--- src/rtl/msk_rnd_gen.sv ---
// Fresh-randomness producer for masked gadgets: a seedable 128-bit Fibonacci LFSR
// with warm-up and NRND steps per accepted cycle. Optional macro MSK_RND_GATE_EN zeroes rnd while not valid.
module msk_rnd_gen #(
    parameter int NRND   = 1,
    parameter int WARMUP = 4
) (
    input  logic            clk,
    input  logic            nrst,
    input  logic [127:0]    seed,
    input  logic            seed_valid,
    output logic            seed_ready,
    output logic [NRND-1:0] rnd,
    output logic            rnd_valid,
    input  logic            rnd_ready
);

    typedef enum logic [1:0] {
        ST_IDLE,
        ST_WARMUP,
        ST_RUN
    } state_e;

    localparam logic [7:0] WARMUP_LAST = 8'(WARMUP - 1);

    state_e          state_q, state_d;
    logic [127:0]    s_q, s_d, s_adv;
    logic [7:0]      cnt_q, cnt_d;
    logic [NRND-1:0] rnd_q, rnd_d;
    logic            seed_fire;

    function automatic logic [127:0] lfsr_step(input logic [127:0] s);
        return {s[126:0], s[127] ^ s[125] ^ s[100] ^ s[98]};
    endfunction

    // NRND single steps chained combinationally so one clock yields a whole word.
    always_comb begin
        s_adv = s_q;
        for (int i = 0; i < NRND; i++) begin
            s_adv = lfsr_step(s_adv);
        end
    end

    assign seed_ready = (state_q != ST_WARMUP);
    assign rnd_valid  = (state_q == ST_RUN);
    assign seed_fire  = seed_valid && seed_ready;
    assign rnd        = rnd_q;

    always_comb begin
        state_d = state_q;
        s_d     = s_q;
        cnt_d   = cnt_q;
        case (state_q)
            ST_IDLE: begin
                if (seed_fire) begin
                    s_d     = (seed == '0) ? 128'h1 : seed;
                    cnt_d   = '0;
                    state_d = ST_WARMUP;
                end
            end
            ST_WARMUP: begin
                s_d   = s_adv;
                cnt_d = cnt_q + 8'd1;
                if (cnt_q == WARMUP_LAST) begin
                    state_d = ST_RUN;
                end
            end
            ST_RUN: begin
                // A reseed takes priority over consumption on the same edge.
                if (seed_fire) begin
                    s_d     = (seed == '0) ? 128'h1 : seed;
                    cnt_d   = '0;
                    state_d = ST_WARMUP;
                end else if (rnd_ready) begin
                    s_d = s_adv;
                end
            end
            default: begin
                state_d = ST_IDLE;
            end
        endcase
    end

    // Output word is computed from the next state so rnd stays a plain flop output.
    always_comb begin
        rnd_d = '0;
`ifdef MSK_RND_GATE_EN
        if (state_d == ST_RUN) begin
            rnd_d = s_d[NRND-1:0];
        end
`else
        rnd_d = s_d[NRND-1:0];
`endif
    end

    always_ff @(posedge clk or negedge nrst) begin
        if (!nrst) begin
            state_q <= ST_IDLE;
            s_q     <= '0;
            cnt_q   <= '0;
            rnd_q   <= '0;
        end else begin
            state_q <= state_d;
            s_q     <= s_d;
            cnt_q   <= cnt_d;
            rnd_q   <= rnd_d;
        end
    end

endmodule
--- config.mk ---
export PLATFORM = sky130hd
export DESIGN_NAME = msk_rnd_gen
export DESIGN_NICKNAME = d
export VERILOG_FILES = /design/src/rtl/msk_rnd_gen.sv
export SDC_FILE = /design/constraint.sdc
export NUM_CORES = 1
export LEC_CHECK = 0
export CORE_MARGIN = 2
export CORE_UTILIZATION = 25
export CTS_BUF_LIST = sky130_fd_sc_hd__clkbuf_16
export DETAILED_ROUTE_END_ITERATION = 6
export GPL_TIMING_DRIVEN = 0
export PLACE_DENSITY = 0.52
export SETUP_SLACK_MARGIN = 0.05
export SYNTH_ARGS = -nofsm -noshare
export SYNTH_HDL_FRONTEND = slang
export SYNTH_SLANG_ARGS = --single-unit
--- constraint.sdc ---
create_clock -name clk -period 3.1 [get_ports clk]
set_input_delay 0.465 -clock clk [delete_from_list [all_inputs] [get_ports clk]]
set_output_delay 0.465 -clock clk [all_outputs]
set_load 0.02 [all_outputs]
# Word-level counts from Yosys, hierarchy flattened
# Index checks and enable logic that the tools add are counted.
dict set report totals {
  register_bits 138
  elab_cells 35
}
dict set report classes {
  add_sub_neg 1
  eq_ne 8
  muxes 10
  bitwise_logic 3
  n_reduce_logical 9
}
# op n
set op_table {}
lappend op_table {{128-bit 2-to-1 mux} 4}
lappend op_table {{128-bit one-hot mux with 3 select lines} 1}
lappend op_table {{128-bit logical NOT} 1}
lappend op_table {{8-bit one-hot mux with 2 select lines} 1}
lappend op_table {{8-bit by 1-bit adder with 8-bit output, second input constant} 1}
lappend op_table {{8-bit by 2-bit == test with 1-bit output, second input constant} 1}
lappend op_table {{8-bit 2-to-1 mux} 1}
lappend op_table {{2-bit 2-to-1 mux} 2}
lappend op_table {{2-bit by 1-bit != test with 1-bit output, second input constant} 2}
lappend op_table {{2-bit != test, second input constant} 2}
lappend op_table {{2-bit one-hot mux with 2 select lines} 1}
lappend op_table {{2-bit AND reduction} 2}
lappend op_table {{3-bit by 1-bit != test with 1-bit output, second input constant} 1}
lappend op_table {{3-bit AND reduction} 1}
lappend op_table {{3-bit nonzero test} 1}
lappend op_table {{1-bit bitwise XOR} 3}
lappend op_table {{2-bit by 1-bit == test with 1-bit output, second input constant} 1}
lappend op_table {{2-bit == test, second input constant} 1}
lappend op_table {{2-bit logical NOT} 1}
lappend op_table {{2-bit nonzero test} 1}
lappend op_table {{2-bit OR reduction} 1}
lappend op_table {{1-bit logical AND} 1}

# Logic depth before layout (Yosys ltp)
dict set report logic_depth {
  depth_word 6
  depth_mapped 9
  depth_no_buf 7
}

# Least setup slack after synthesis
# No wires, ideal clock.
dict set report synth_timing {
  path_kind {reg2reg}
  startpoint {register state_q[0]}
  endpoint {register cnt_q[7]}
  t_arrival_ns 1.691
  required_ns 2.969
  setup_slack_ns 1.278
  stages_incl_launch_ff 8
  path_buffers 0
  period_less_slack_ns 1.822
  cell_sequence {dfrtp_1 -> inv_1 -> ha_1 -> or2_4 -> mux2i_2 -> and4bb_1 -> xnor2_1 -> nor2_1}
}
dict set report synth_via {
  elab_chain_cells 4
  word_cells_on_any_way 10
  classes_between {eq/ne (4); mux (1); reduce/logical (5)}
}
# item line
set synth_lines {}
lappend synth_lines {{from (decl)} 25} ;# state_e state_q, state_d;
lappend synth_lines {{from (signal assigned)} 102} ;# state_q <= state_d;
lappend synth_lines {{2-bit == test *} n/a}
lappend synth_lines {{named net rnd_valid} 13} ;# output logic rnd_valid,
lappend synth_lines {{2-bit OR reduction (no source line) *} n/a}
lappend synth_lines {{2-bit by 1-bit != test with 1-bit output (no source line) or 2-bit nonzero test (tied branches)} n/a}
lappend synth_lines {{2-bit AND reduction (no source line)} n/a}
lappend synth_lines {{to (signal assigned)} 104} ;# cnt_q <= cnt_d;
lappend synth_lines {{to (decl)} 27} ;# logic [7:0] cnt_q, cnt_d;
# The timed path passes the listed nets; every way through them passes the cells marked *.
# A chain may end at the register's enable or synchronous reset.

# Final worst setup path
dict set report layout_timing {
  startpoint {input seed[40]}
  endpoint {register s_q[0]}
}
dict set report layout_via {
  elab_chain_cells 4
  word_cells_on_any_way 5
  classes_between {mux (4); reduce/logical (1)}
}
# item line
set layout_lines {}
lappend layout_lines {{from (decl)} 9} ;# input logic [127:0] seed,
lappend layout_lines {{128-bit logical NOT *} {55, 70}}
lappend layout_lines {{128-bit 2-to-1 mux *} {55, 70}}
lappend layout_lines {{128-bit 2-to-1 mux (on tied branches)} {69, 54}}
lappend layout_lines {{128-bit one-hot mux with 3 select lines *} 52} ;# case (state_q)
lappend layout_lines {{to (signal assigned)} 98} ;# s_q <= '0;
lappend layout_lines {{to (signal assigned)} 103} ;# s_q <= s_d;
lappend layout_lines {{to (decl)} 26} ;# logic [127:0] s_q, s_d, s_adv;
# Mark *: on every way between the ends. The rest lies on a longest branch, timed or not. The select of a mux whose other input is x is not followed.

==> reports/qor.csv <==
stage;metric;value;unit
sta;relSlewSlack;36.7;%
floorplan;row_count;61;
critical_path;cpPeakStageDelay;0.88;ns
run;cap_violations;0;
critical_path;cp-end-kind;flip-flop;
floorplan;pin_count;135;
routing;vias;6819;
critical_path;required;3.43;ns
place;place_area;8890;um^2
clock_tree;htree_levels;4;
synth;syn_avg_cell_area;8.53;um^2
pwr;total_power;9.66;mW
critical_path;worstPathMaxFanout;2;
floorplan;coreArea;27800;um^2
clock_tree;hold_buffers;0;
routing;drtAntennaViolNets;0;
clock_tree;clock_latency;0.43;ns
synth;syn-num-nets;963;
critical_path;worstPathArrival;2.97;ns
critical_path;slowest_stage;nor4_1;
sta;setup_violations;0;
place;io_buffers;134;
sta;final.setup_skew;0.00981;ns
routing;drtIter0Drc;576;
layout;nFillCells;2913;
sta;whs;0.00971;ns
global_routing;grt_overflow_total;0;
synth;ys_seq_elements;138;
critical_path;crit_path_frequent_cell;nor4_1;
routing;drc;0;
sta;post-route-min-period;2.64;ns
floorplan;start_util;25.4;%
layout;nNetsFinal;1117;
floorplan;die_h;172;um
pwr;p_leak;4.14;nW
global_routing;grt_pass1_vias;6511;
global_routing;antenna_found_initial;1;
layout;instances_no_fill;1371;
routing;viasPerCell;4.97;
routing;firstDrtPassIters;5;
sta;rsz0062_at_grt;false;
critical_path;start_kind;primary input;
sta;slew_viol_final;0;
outcome;status;complete, no violations;
sta;tightestPinTransition;0.940;ns
global_routing;grt_max_degree;79;
pwr;ir_drop;0.000362;V
synth;ys.warnings.count;0;
global_routing;grt_pass1_wl;35.1;mm
sta;post-route-period-util;85.2;%
clock_tree;cts.clk_slew.worst_paths;0.07;ns
synth;synth_area;7050;um^2
layout;fin_util;34.1;%
layout;antenna_cells;0;
sta;max_freq;379;MHz
clock_tree;root_buffer;clkbuf_16;
place;dp_cells;1339;
clock_tree;cts_buffers;17;
global_routing;track_usage;15.3;%
routing;drt-total-wl;22.4;mm
clock_tree;cts_tree;built;
critical_path;cp_cell_sequence;clkdlybuf4s50_1, nor4_1, nand4_1, nor4_1, nand2_1, a211oi_1;
sta;hold_viol;0;
floorplan;dieArea;29600;um^2
floorplan;fp.dieW;172;um
clock_tree;cts_setup_buffers;0;
sta;layout_setup_ws;0.460;ns
routing;wire_per_inst;16.3;um
hold_path;hp-class;in2async;
clock_tree;cts_buffer_depth;2;
synth;seq_area_frac_synth;49.0;%
clock_tree;cts_sinks;138;
place;gp_congestion;0.806;
synth;yosys.cell_types.count;37;
pwr;power.density;1020;nW/um^2
place;preCtsSetupSlack;0.0990;ns
layout;drive_gt1_share;11.0;%
clock_tree;cts-resized-gates;0;
layout;final_area;9480;um^2
place;hpwlAfterDp;16.2;mm
critical_path;setup.worst_path.class;in2reg;
synth;synthCells;826;
layout;area_growth;34.5;%
sta;setup_tns;0;ns
-- cell families after synthesis --
kind of cell,Yosys count,synth area share (%)
multiplexers,2,0.337
XOR/XNOR,8,0.994
adder cells (fa/ha/maj),5,0.887
AO/OA/AOI/OAI,16,1.85
flip-flops,138,49.0
buffers and inverters,74,6.98
AND/OR/NAND/NOR,583,40.0
-- registers in the layout (all words and copies together), names as in the netlist --
signal   count
s_q        128
state_q      2
cnt_q        8
-- layer usage --
metal | track usage, % | routed length, um
met4 | 5.12 | 470
met5 | 0 | 15
met2 | 22.9 | 9770
met1 | 21.8 | 10700
met3 | 3.57 | 1440
-- cells in the mapped netlist --
cell type,number,area (um^2)
dfrtp_1,138,3450
nor2b_4,1,13.8
nor4_1,34,213
mux2i_1,1,10.0
a21oi_1,3,15.0
nor2_1,11,41.3
xnor2_1,4,35.0
buf_6,15,169
mux2i_2,1,13.8
inv_2,1,3.75
nand2_1,136,510
o22a_1,1,8.76
buf_4,14,105
o21ba_4,1,16.3
inv_1,3,11.3
o32ai_1,1,8.76
xor2_1,4,35.0
and3_1,1,6.26
nor4b_1,1,8.76
a211oi_1,3,22.5
nand3_1,382,1910
o21bai_2,1,11.3
o211a_1,1,10.0
ha_1,5,62.6
buf_1,1,3.75
and4bb_1,1,12.5
a21boi_2,1,11.3
clkbuf_1,1,3.75
buf_2,39,195
or2_4,1,8.76
nand4_1,10,62.6
nor3_1,2,10.0
o21ai_0,2,10.0
nand2b_1,2,12.5
o32a_1,1,10.0
or3_1,1,6.26
o22ai_1,1,6.26
-- final timing paths --
kind	startpoint	endpoint	cells after the start	slack (ns)
max	seed[40]	s_q[0]$_DFFE_PN0P_	6	0.46
min	nrst	s_q[19]$_DFFE_PN0P_	1	0.01
max reg2reg	state_q[1]$_DFFE_PN0P_	s_q[125]$_DFFE_PN0P_	9	1.12
min reg2reg	s_q[46]$_DFFE_PN0P_	s_q[46]$_DFFE_PN0P_	2	0.49
max in group asynchronous	nrst	s_q[87]$_DFFE_PN0P_	2	2.27
min in group clk	s_q[46]$_DFFE_PN0P_	s_q[46]$_DFFE_PN0P_	2	0.49
-- layout by cell type, fill, tap and decap left out, types with 2 or more instances in the layout --
cell	count
nand3_1	382
dfrtp_1	138
nand2_1	136
clkdlybuf4s50_1	133
buf_2	39
nor4_1	34
clkbuf_16	17
buf_6	16
buf_4	14
nor2_1	11
nand4_1	10
ha_1	5
xor2_1	4
xnor2_1	4
clkinv_4	4
inv_6	4
inv_1	3
a21oi_1	3
a211oi_1	3
nand2b_1	2
nor3_1	2
o21ai_0	2
bufinv_16	2
clkinv_2	2
clkinvlp_4	2
-- worst max-delay path, delay by kind of cell --
kind | cells | cell delay, ns
AO/OA/AOI/OAI | 1 | 0.23
buffers and inverters | 1 | 0.48
AND/OR/NAND/NOR | 4 | 1.78
-- power by group --
part	internal [mW]	switching, mW	leakage [nW]
clock	1.20	0.868	0.287
sequential	2.61	0.408	1.75
combinational	1.74	2.83	2.10
total	5.55	4.11	4.14
-- final cells by class --
type	count	area, um^2	area share [%]
Clock inverter	15	166	1.75
Sequential cell	138	3450	36.4
Timing Repair Buffer	135	1370	14.4
Buffer	70	477	5.03
Inverter	4	15.0	0.158
Multi-Input combinational cell	614	3100	32.7
Clock buffer	17	425	4.49
Tap cell	378	473	4.99
Note: power is estimated with default switching activity, not from simulation.
==> RTL change 1: new RTL, config.mk and constraints unchanged <==
Add a define of `MSK_RND_GATE_EN`.
--- a/src/rtl/msk_rnd_gen.sv
+++ b/src/rtl/msk_rnd_gen.sv
@@ -1,4 +1,6 @@
 // Fresh-randomness producer for masked gadgets: a seedable 128-bit Fibonacci LFSR
 // with warm-up and NRND steps per accepted cycle. Optional macro MSK_RND_GATE_EN zeroes rnd while not valid.
+`define MSK_RND_GATE_EN
+
 module msk_rnd_gen #(
     parameter int NRND   = 1,
Formal check against the unedited RTL: not equivalent (Yosys sat finds a counterexample within 4 cycles, from zero or initial values and one cycle with nrst low).
==> RTL change 1 against the original RTL <==
Design area fell by 5.0%. Worst hold slack better by 0.067 ns. Combinational power fell by 13%. Cell count decreased by 13%. Largest power group unchanged. Routed wire length is 0.81% higher. Sequential share of layout area grew 2.2 points. Clock skew is 0.00080 ns higher. Sequential cell count rose by 1. Synthesized area decreased by 5.9%. Worst setup slack worse by 0.046 ns. Synthesized cell count down 16%. Die area shrank 5.7%. Power fell by 0.94%.
==> RTL change 1: results (changes against the original RTL) <==
Run status
  • Status: completed

Finish
  • Fraction of layout instances using a drive strength above 1: 6.41% (-4.6 points)
  • Number of multi-input logic gates: 479 (-22%)
  • Area occupied by registers: 3480 µm² (+0.72%)
  • Layout fillers: 2668 (-8.4%)
  • Total area of multi-input combinational cells: 2820 µm² (-9.1%)

Placed design
  • Routability congestion estimate: 0.792 (-1.8%)
  • Area of placed instances: 8430 µm² (-5.2%)
  • Detailed placement HPWL: 15.9 mm (-2.0%)

Power and ir drop
  • Maximum ir drop on the vdd rail: 0.000382 V (+5.6%)

Worst setup path
  • Critical register-to-register path startpoint: state_q[0]
  • Crit-path max FO: 19 (+17)
  • Slack of the worst reg-to-reg path: 0.99 ns (-0.13 ns)
  • Launching element of the worst setup path: state_q[0]
  • Largest stage delay on the critical path: 0.71 ns (-0.17 ns)
  • Critical path's slowest cell: sky130_fd_sc_hd__clkdlybuf4s50_1

GRT
  • GR Util met3: 3.66% (+0.089 points)
  • Maximum number of pins on one net before global-route repair: 82 (+3.8%)
  • GR Util All Layers: 16.1% (+0.74 points)
  • Met2 Use GR: 25.3% (+2.3 points)
  • Via count of the first global-routing pass: 6601 (+1.4%)

Synth
  • Fraction of the yosys area taken by sequential cells: 52.4% (+3.4 points)
  • Post-synthesis compound-gate area fraction: 35.9% (+34 points)
  • Fraction of the mapped netlist area in adder cells: 0.189% (-0.70 points)
  • Synth top area cells: sky130_fd_sc_hd__dfrtp_1 (52%), sky130_fd_sc_hd__o22ai_1 (24%), sky130_fd_sc_hd__a21oi_1 (9.7%)

Drt
  • Detail Route met3 WL: 1.24 mm (-14%)
  • Average vias per placed instance: 5.58 (+12%)
  • Highest routed metal layer: met4

Floorplan
  • Core box area: 26100 µm² (-6.2%)

Timing
  • Maximum frequency from static timing analysis: 372 MHz (-1.7%)
[RTL change 1: cell count changes in the layout (fill, tap and decap cells not counted), moves of 5 or more]
cell	change
sky130_fd_sc_hd__o22ai_1	+253
sky130_fd_sc_hd__nand2_1	-128
sky130_fd_sc_hd__buf_1	+8
sky130_fd_sc_hd__a21oi_1	+126
sky130_fd_sc_hd__buf_4	-13
sky130_fd_sc_hd__buf_2	-25
sky130_fd_sc_hd__buf_6	-10
sky130_fd_sc_hd__nand3_1	-379
sky130_fd_sc_hd__nor2_1	-5
sky130_fd_sc_hd__clkbuf_1	+39
sky130_fd_sc_hd__o21ai_0	+11
[RTL change 1: worst max-delay path, delay by kind of cell, from the launching register on]
kind                   cells  cell delay [ns]
buffers and inverters      3             1.16
DFF                        1             0.46
and+or+nand+nor            1             0.17
==> RTL change 2: new RTL, config.mk and constraints unchanged <==
Without the edit above. `s_q` no longer has a reset.
--- a/src/rtl/msk_rnd_gen.sv
+++ b/src/rtl/msk_rnd_gen.sv
@@ -96,10 +96,8 @@
         if (!nrst) begin
             state_q <= ST_IDLE;
-            s_q     <= '0;
             cnt_q   <= '0;
             rnd_q   <= '0;
         end else begin
             state_q <= state_d;
-            s_q     <= s_d;
             cnt_q   <= cnt_d;
             rnd_q   <= rnd_d;
@@ -107,3 +105,7 @@
     end
 
+    always_ff @(posedge clk) begin
+        s_q <= s_d;
+    end
+
 endmodule
Check against the original RTL: not equivalent (a bounded check fails within 4 cycles, from zero or initial values and one cycle with nrst low).
==> RTL change 2 against the original RTL <==
Routed wire length grew 6.7%. Global-route usage increased by 0.77 points. Critical path type is now reg -> out. Power shrank 5.8%. Design area is 0.65% higher. Sequential share of layout area up 6.6 points. Synthesized area increased by 0.39%. Die area grew 0.38%. Worst setup slack better by 0.091 ns. Largest power group is now sequential cells. Sequential cell count grew 1.
==> RTL change 2: results (changes against the original RTL) <==
Synth
  • Async set-or-reset flop fraction in the synthesized netlist: 7.91% (-92 points)
  • Top cells by instance count after synthesis: sky130_fd_sc_hd__nand2_1 (129), sky130_fd_sc_hd__edfxtp_1 (127), sky130_fd_sc_hd__a22oi_1 (126)
  • EDFF count, synth: 127 (+127)
  • Average size of a mapped cell: 10.5 µm² (+24%)
  • Synth top area cells: sky130_fd_sc_hd__edfxtp_1 (54%), sky130_fd_sc_hd__a22oi_1 (13%), sky130_fd_sc_hd__nand2_1 (6.8%)
  • Netlist cell types: 33 (-11%)

Finish
  • Layout fillers: 2811 (-3.5%)
  • Total area of multi-input combinational cells: 2670 µm² (-14%)
  • Non-clk bufs: 197 (-3.9%)
  • Fraction of layout instances using a drive strength above 1: 7.37% (-3.6 points)
  • Post-route non-filler standard cell count: 1219 (-11%)
  • Area occupied by registers: 4110 µm² (+19%)
  • Data-path buffer share of cell area in the final layout: 18.6% (-0.90 points)
  • Number of nets at the end of the flow: 961 (-14%)
  • Number of multi-input logic gates: 471 (-23%)
  • Final-layout clock-cell area share: 5.33% (-0.91 points)

GRT
  • Met2 Use GR: 24.9% (+2.0 points)
  • Maximum number of pins on one net before global-route repair: 28 (-65%)
  • Global-route wire length before repair: 35.3 mm (+0.77%)
  • Via count of the first global-routing pass: 5870 (-9.8%)
  • GR Util met1: 23.0% (+1.2 points)

Placed design
  • Detailed placement HPWL: 17.2 mm (+6.0%)
  • Routability congestion estimate: 0.811 (+0.55%)
  • DP Worst Slack: 0.236 ns (+0.137 ns)
  • Area of placed instances: 9040 µm² (+1.6%)

Power and ir drop
  • Maximum ir drop on the vdd rail: 0.000428 V (+18%)
  • Relative contribution of the clock network to total power: 20.3% (-1.1 points)
  • Cell-internal power: 5740 µW (+3.3%)
  • Leakage power: 0.00328 µW (-21%)

Drt
  • Iteration-0 DRC count of the detailed router: 685 (+19%)
  • Detail Route met3 WL: 1.68 mm (+17%)
  • Metal1 wirelength: 11.1 mm (+3.7%)
  • Vias: 6204 (-9.0%)

Clock tree
  • Clock Sink Count: 139 (+0.72%)

Floorplan
  • Die W: 172 µm (+0.19%)

Timing
  • Worst clock skew: 0.00797 ns (-0.00184 ns)

Worst setup path
  • Data arrival time of the critical path: 2.08 ns (-0.89 ns)

Run status
  • Status: completed
RTL change 2: logic make-up (layout without fill, tap and decap cells):
family	after synthesis	in the layout	synth area share (%)
AND/OR/NAND/NOR	196	196	12.5
adder cells (fa/ha/maj)	1	1	0.177
XOR/XNOR	9	9	1.11
buffers and inverters	61	231	4.47
AO/OA/AOI/OAI	265	265	23.6
flip-flops	139	139	58.1
RTL change 2: worst max-delay path, delay by kind of cell, from the launching register on:
kind	cells	cell delay (ns)
buf+inv	4	1.15
flops	1	0.36
simple gates	1	0.14
RTL change 2: final timing paths:
path / cells past startpoint / slack, ns / start / endpoint
max in group asynchronous: 1 / 2.38 / nrst / cnt_q[1]
max reg2reg: 5 / 0.89 / state_q[0] / s_q[5]
min reg2reg: 1 / 0.54 / cnt_q[1] / cnt_q[1]
min: 3 / 0.33 / seed_valid / state_q[0]
max: 5 / 0.55 / state_q[0] / seed_ready
min in group asynchronous: 1 / 0.38 / nrst / rnd
